[src/rtl/sw_debounce.sv]
`default_nettype none
// ============================================================================
//  Module      : sw_debounce
//  Description : Per-bit switch conditioning. Each raw switch input is
//                synchronised (two flops), debounced with a stability
//                counter, edge-detected into registered rise/fall pulses,
//                and rising edges are latched into sticky pending flags
//                until acknowledged.
//  Revision    : 1.0 - initial release
// ============================================================================
module sw_debounce #(
    parameter int WIDTH         = 10,
    parameter int STABLE_CYCLES = 500000
) (
    input  logic             clk,
    input  logic             rst,       // asynchronous, active-low
    input  logic [WIDTH-1:0] sw,
    input  logic [WIDTH-1:0] ack,
    output logic [WIDTH-1:0] sw_clear,
    output logic [WIDTH-1:0] rise,
    output logic [WIDTH-1:0] fall,
    output logic [WIDTH-1:0] evt_pend,
    output logic             any_pend
);

    localparam int               CNT_W    = $clog2(STABLE_CYCLES + 1);
    localparam logic [CNT_W-1:0] CNT_LAST = CNT_W'(STABLE_CYCLES - 1);
    localparam logic [CNT_W-1:0] CNT_ONE  = CNT_W'(1);

    logic [WIDTH-1:0] s1_q, s1_d;
    logic [WIDTH-1:0] s2_q, s2_d;
    logic [WIDTH-1:0] clear_q, clear_d;
    logic [WIDTH-1:0] rise_q, rise_d;
    logic [WIDTH-1:0] fall_q, fall_d;
    logic [WIDTH-1:0] pend_q, pend_d;
    logic [CNT_W-1:0] cnt_q [WIDTH];
    logic [CNT_W-1:0] cnt_d [WIDTH];

    // Next-state: synchroniser shift, debounce counters, edge pulses and pending flags
    always_comb begin
        s1_d    = sw;
        s2_d    = s1_q;
        clear_d = clear_q;
        rise_d  = '0;
        fall_d  = '0;
        for (int i = 0; i < WIDTH; i++) begin
            cnt_d[i] = cnt_q[i] + CNT_ONE;
            if (s2_q[i] == clear_q[i]) begin
                // Input agrees with the accepted level: any bounce restarts the count
                cnt_d[i] = '0;
            end else if (cnt_q[i] == CNT_LAST) begin
                // Input has disagreed long enough: accept it and flag the edge
                cnt_d[i]   = '0;
                clear_d[i] = s2_q[i];
                rise_d[i]  = s2_q[i];
                fall_d[i]  = ~s2_q[i];
            end
        end
        // A new rising event beats a simultaneous acknowledge so nothing is lost
        pend_d = rise_d | (pend_q & ~ack);
    end

    // State registers with asynchronous active-low clear
    always_ff @(posedge clk or negedge rst) begin
        if (!rst) begin
            s1_q    <= '0;
            s2_q    <= '0;
            clear_q <= '0;
            rise_q  <= '0;
            fall_q  <= '0;
            pend_q  <= '0;
            for (int i = 0; i < WIDTH; i++) begin
                cnt_q[i] <= '0;
            end
        end else begin
            s1_q    <= s1_d;
            s2_q    <= s2_d;
            clear_q <= clear_d;
            rise_q  <= rise_d;
            fall_q  <= fall_d;
            pend_q  <= pend_d;
            for (int i = 0; i < WIDTH; i++) begin
                cnt_q[i] <= cnt_d[i];
            end
        end
    end

    assign sw_clear = clear_q;
    assign rise     = rise_q;
    assign fall     = fall_q;
    assign evt_pend = pend_q;
    // OR of registers only, so it cannot glitch on input activity
    assign any_pend = |pend_q;

endmodule
`default_nettype wire

[config.mk]
export PLATFORM = sky130hd
export DESIGN_NAME = sw_debounce
export DESIGN_NICKNAME = d
export VERILOG_FILES = /design/src/rtl/sw_debounce.sv
export SDC_FILE = /design/constraint.sdc
export NUM_CORES = 1
export LEC_CHECK = 0
export CAP_MARGIN = 10
export CORE_ASPECT_RATIO = 0.8
export CORE_MARGIN = 5
export CORE_UTILIZATION = 60
export CTS_CLUSTER_SIZE = 24
export DETAILED_ROUTE_END_ITERATION = 10
export DONT_BUFFER_PORTS = 1
export PLACE_DENSITY = 0.82
export SYNTH_ARGS = -nofsm -noshare
export SYNTH_HDL_FRONTEND = slang
export SYNTH_SLANG_ARGS = --single-unit
[constraint.sdc]
create_clock -name clk -period 4.8 [get_ports clk]
set_input_delay 0.48 -clock clk [delete_from_list [all_inputs] [get_ports clk]]
set_output_delay 0.48 -clock clk [all_outputs]
set_load 0.005 [all_outputs]
==> impl_metrics.csv <==
group,metric,value,unit
yosys,synth.net_count,1150,
timing,relSlewSlack,0.219,
timing,finClkSkew,0.0142,ns
worst_setup_path,r2r_slack,2.39,ns
clock_network,h-tree-depth,1,
clock_network,insertion_delay,0.51,ns
clock_network,cts.clk_slew.worst_paths,0.06,ns
floorplan,die_w,164,um
worst_setup_path,r2r-start,"cnt_q[133]",
yosys,yosysMostFrequentCell,"dfrtp_1",
clock_network,cts-hold-fix-buffers,10,
layout,diodes,0,
power,netSwitchingFraction,0.206,
power,peakVddDrop,0.321,mV
floorplan,core_area,0.0189,mm^2
floorplan,dieArea,0.0219,mm^2
timing,holdWs,-0.331,ns
power,power.leakage,5.08,nW
floorplan,io_pins,63,
clock_network,clock-sinks,250,
worst_setup_path,arrival,2.75,ns
power,powerDensity,324,mW/mm^2
layout,area.growth.synth_to_final,9.98,%
layout,drive_above_1_share,0.0633,
layout,final_area,0.0126,mm^2
power,comb_power_share,0.021,
worst_setup_path,path_cells,"ha_1 -> and4_1 -> nand4_1 -> o31ai_2 -> nor2_1",
clock_network,clk_path_buf_depth,3,
place,place.port_buffers,0,
worst_setup_path,cp.depth,5,
grt,grt_overflow_total,0,
yosys,syn_area_per_cell,10.2,um^2
yosys,ys_warn_count,0,
timing,max_freq,0.414,GHz
grt,grt_pass1_vias,8003,
timing,drv_slew,0,
yosys,synth_commonest_cells,"dfrtp_1 (250), nor2_1 (160), xnor2_1 (75), nand2_1 (72), nand3_1 (62)",
worst_setup_path,required,5.13,ns
timing,setup_viol_count_final,0,
yosys,ys_seq_elements,250,
min_path,hold_class,"in2async",
power,p_switching,0.000841,W
worst_setup_path,endpoint,"cnt_q[139]",
route,wl_per_cell,15.8,um
route,ant_nets,0,
worst_setup_path,critical_path_class,"reg2reg",
grt,grt_pass1_wl,38.5,mm
timing,timing.final.crit_share,0.503,
timing,finalCriticalPeriod,2.41,ns
yosys,yosysSeqAreaShare,0.548,
layout,nets,1172,
worst_setup_path,r2r_end,"cnt_q[139]",
clock_network,cts_tree,"built",
worst_setup_path,critPathSlowestCell,"o31ai_2",
power,pwr-share-clk,0.448,
yosys,postSynthCellCount,1118,
worst_setup_path,critPathMaxStageDelay,1.00,ns
yosys,synth_top_area_cell,"dfrtp_1",
worst_setup_path,critPathLaunchType,"flip-flop",
timing,tightest_slew,1.16,ns
worst_setup_path,rr_worst_depth,5,
timing,finalHoldViolations,250,
clock_network,numCtsBuffers,25,
run_status,violations,"hold timing",
clock_network,clockRootBuffer,"clkbuf_16",
power,power_frac_seq,0.531,
yosys,yosys-top-cells-area,"dfrtp_1 (55%), xnor2_1 (5.7%), nor2_1 (5.3%), xor2_1 (3.9%), nand3_1 (2.7%)",
route,vias,8324,
route,finalWirelength,22.3,mm
run,cap_violations,0,
worst_setup_path,crit_start,"cnt_q[133]",
worst_setup_path,cp_top_family,"compound AO/OA/AOI/OAI gates",
yosys,async_flop_share,1.00,
yosys,syn_area,0.0114,mm^2
route,drc_errors,0,
run_status,status,"finished with violations",
yosys,ys.flop_type,"dfrtp_1",
route,via_per_inst,5.90,
route,first_pass_iters,5,
worst_setup_path,cp_max_fo,17,
timing,tns,0,ns
yosys,yosysTopAreaCellShare,0.548,
place,post-dp-hpwl,14.8,mm
yosys,ys_types,50,
place,dpl_cell_area,0.0117,mm^2
floorplan,fp-row-count,45,
place,gp_congestion,0.858,
power,p_int,0.00323,W
worst_setup_path,end_kind,"flip-flop",
worst_setup_path,path_buf_inv,0,
clock_network,post_cts_resized,0,
grt,track_usage,0.208,
floorplan,die_h,133,um
layout,fill_cells,1450,
grt,antenna_found_initial,0,
grt,grt_max_degree,251,
timing,rsz0062_at_grt,"no",
floorplan,start_util,0.606,
route,first_iter_violations,546,
yosys,synth_edf_count,0,
layer usage:
metal  global-route usage  wire length, um  vias up  part of all wire
li1                     -                -     4020                 -
met1                0.310            10600     4095              0.47
met2                0.323            10400      168              0.47
met3               0.0322              896       41             0.040
met4               0.0480              433        0             0.019
met5                    0                0        -                 0
sequential cells by signal, summed over array words and instances, names as in the netlist:
register	count
cnt_q	190
evt_pend	10
fall	10
rise	10
s1_q	10
s2_q	10
sw_clear	10
worst min path at each step:
stage / slack (ns) / cells after the start / end / from
after CTS: -0.35 / 0 / evt_pend[9] / rst
after floorplan: 0.18 / 0 / cnt_q[0] / rst
final: -0.33 / 0 / cnt_q[189] / rst
after detailed placement: 0.19 / 0 / fall[9] / rst
after global placement: 0.19 / 0 / s2_q[0] / rst
after global routing: -0.35 / 0 / cnt_q[186] / rst
power groups by stage:
stage | Combinational (W) | Sequential, W | Clock, W
2_1_floorplan | 0.0000606 | 0.00220 | 0
3_3_place_gp | 0.0000748 | 0.00220 | 0
3_5_place_dp | 0.0000768 | 0.00220 | 0
4_1_cts | 0.0000846 | 0.00217 | 0.00187
5_1_grt | 0.0000967 | 0.00217 | 0.00196
6_report | 0.0000849 | 0.00217 | 0.00182
placed cells by master (no fill, tap or decap), drive strengths merged, types with 6 or more instances in the layout:
cell type and count:
a21oi 53, and3 18, and4 14, buf 6, clkbuf 34, dfrtp 250
dlygate4sd3 10, ha 10, inv 32, mux2 10, nand2 72, nand2b 19
nand3 62, nand4 50, nor2 160, nor3 24, nor4 29, o21ai 26
o22ai 10, o31ai 24, or2 10, or3 34, or4 33, xnor2 75
xor2 51
area by class of cell:
type                    count  area [um^2]  share of cell area
clock buffers              34          699              0.0557
inverters                  32          120             0.00956
repair buffers             16          145              0.0116
clock inverters             6         60.1             0.00478
multi-input cells         815         4960               0.395
flip-flops and latches    250         6260               0.498
well taps                 258          323              0.0257
cell families (layout without fill, tap and decap cells):
kind of cell	after synthesis	after routing	share of synthesized area
and+or+nand+nor	550	550	0.254
DFF	250	250	0.548
xor gates and xnor gates	126	126	0.0966
AOI/OAI and AO/OA	119	119	0.0624
buffers and inverters	53	88	0.0182
adders and majority gates	10	10	0.0110
muxes	10	10	0.0102
timing repair:
action | 4_1_cts | 5_1_grt
buffers inserted | 0 | 0
setup endpoints to repair | 0 | 0
endpoints found under the hold margin | 260 | 250
through the flow:
| step | cells | hold slack, ns | utilization | setup slack, ns | power (W) |
|---|---|---|---|---|---|
| 6_report | 1411 | -0.331 | 0.666 | 2.39 | 0.00408 |
| 2_1_floorplan | 1118 | 0.184 | - | 2.71 | 0.00226 |
| 4_1_cts | 1410 | -0.347 | 0.666 | 2.38 | 0.00412 |
| 3_5_place_dp | 1360 | 0.193 | 0.620 | 2.38 | 0.00228 |
| 3_3_place_gp | 1360 | 0.195 | 0.620 | 2.51 | 0.00228 |
| 5_1_grt | 1411 | -0.348 | 0.666 | 2.15 | 0.00423 |
Note: power is estimated with default switching activity, not from simulation.
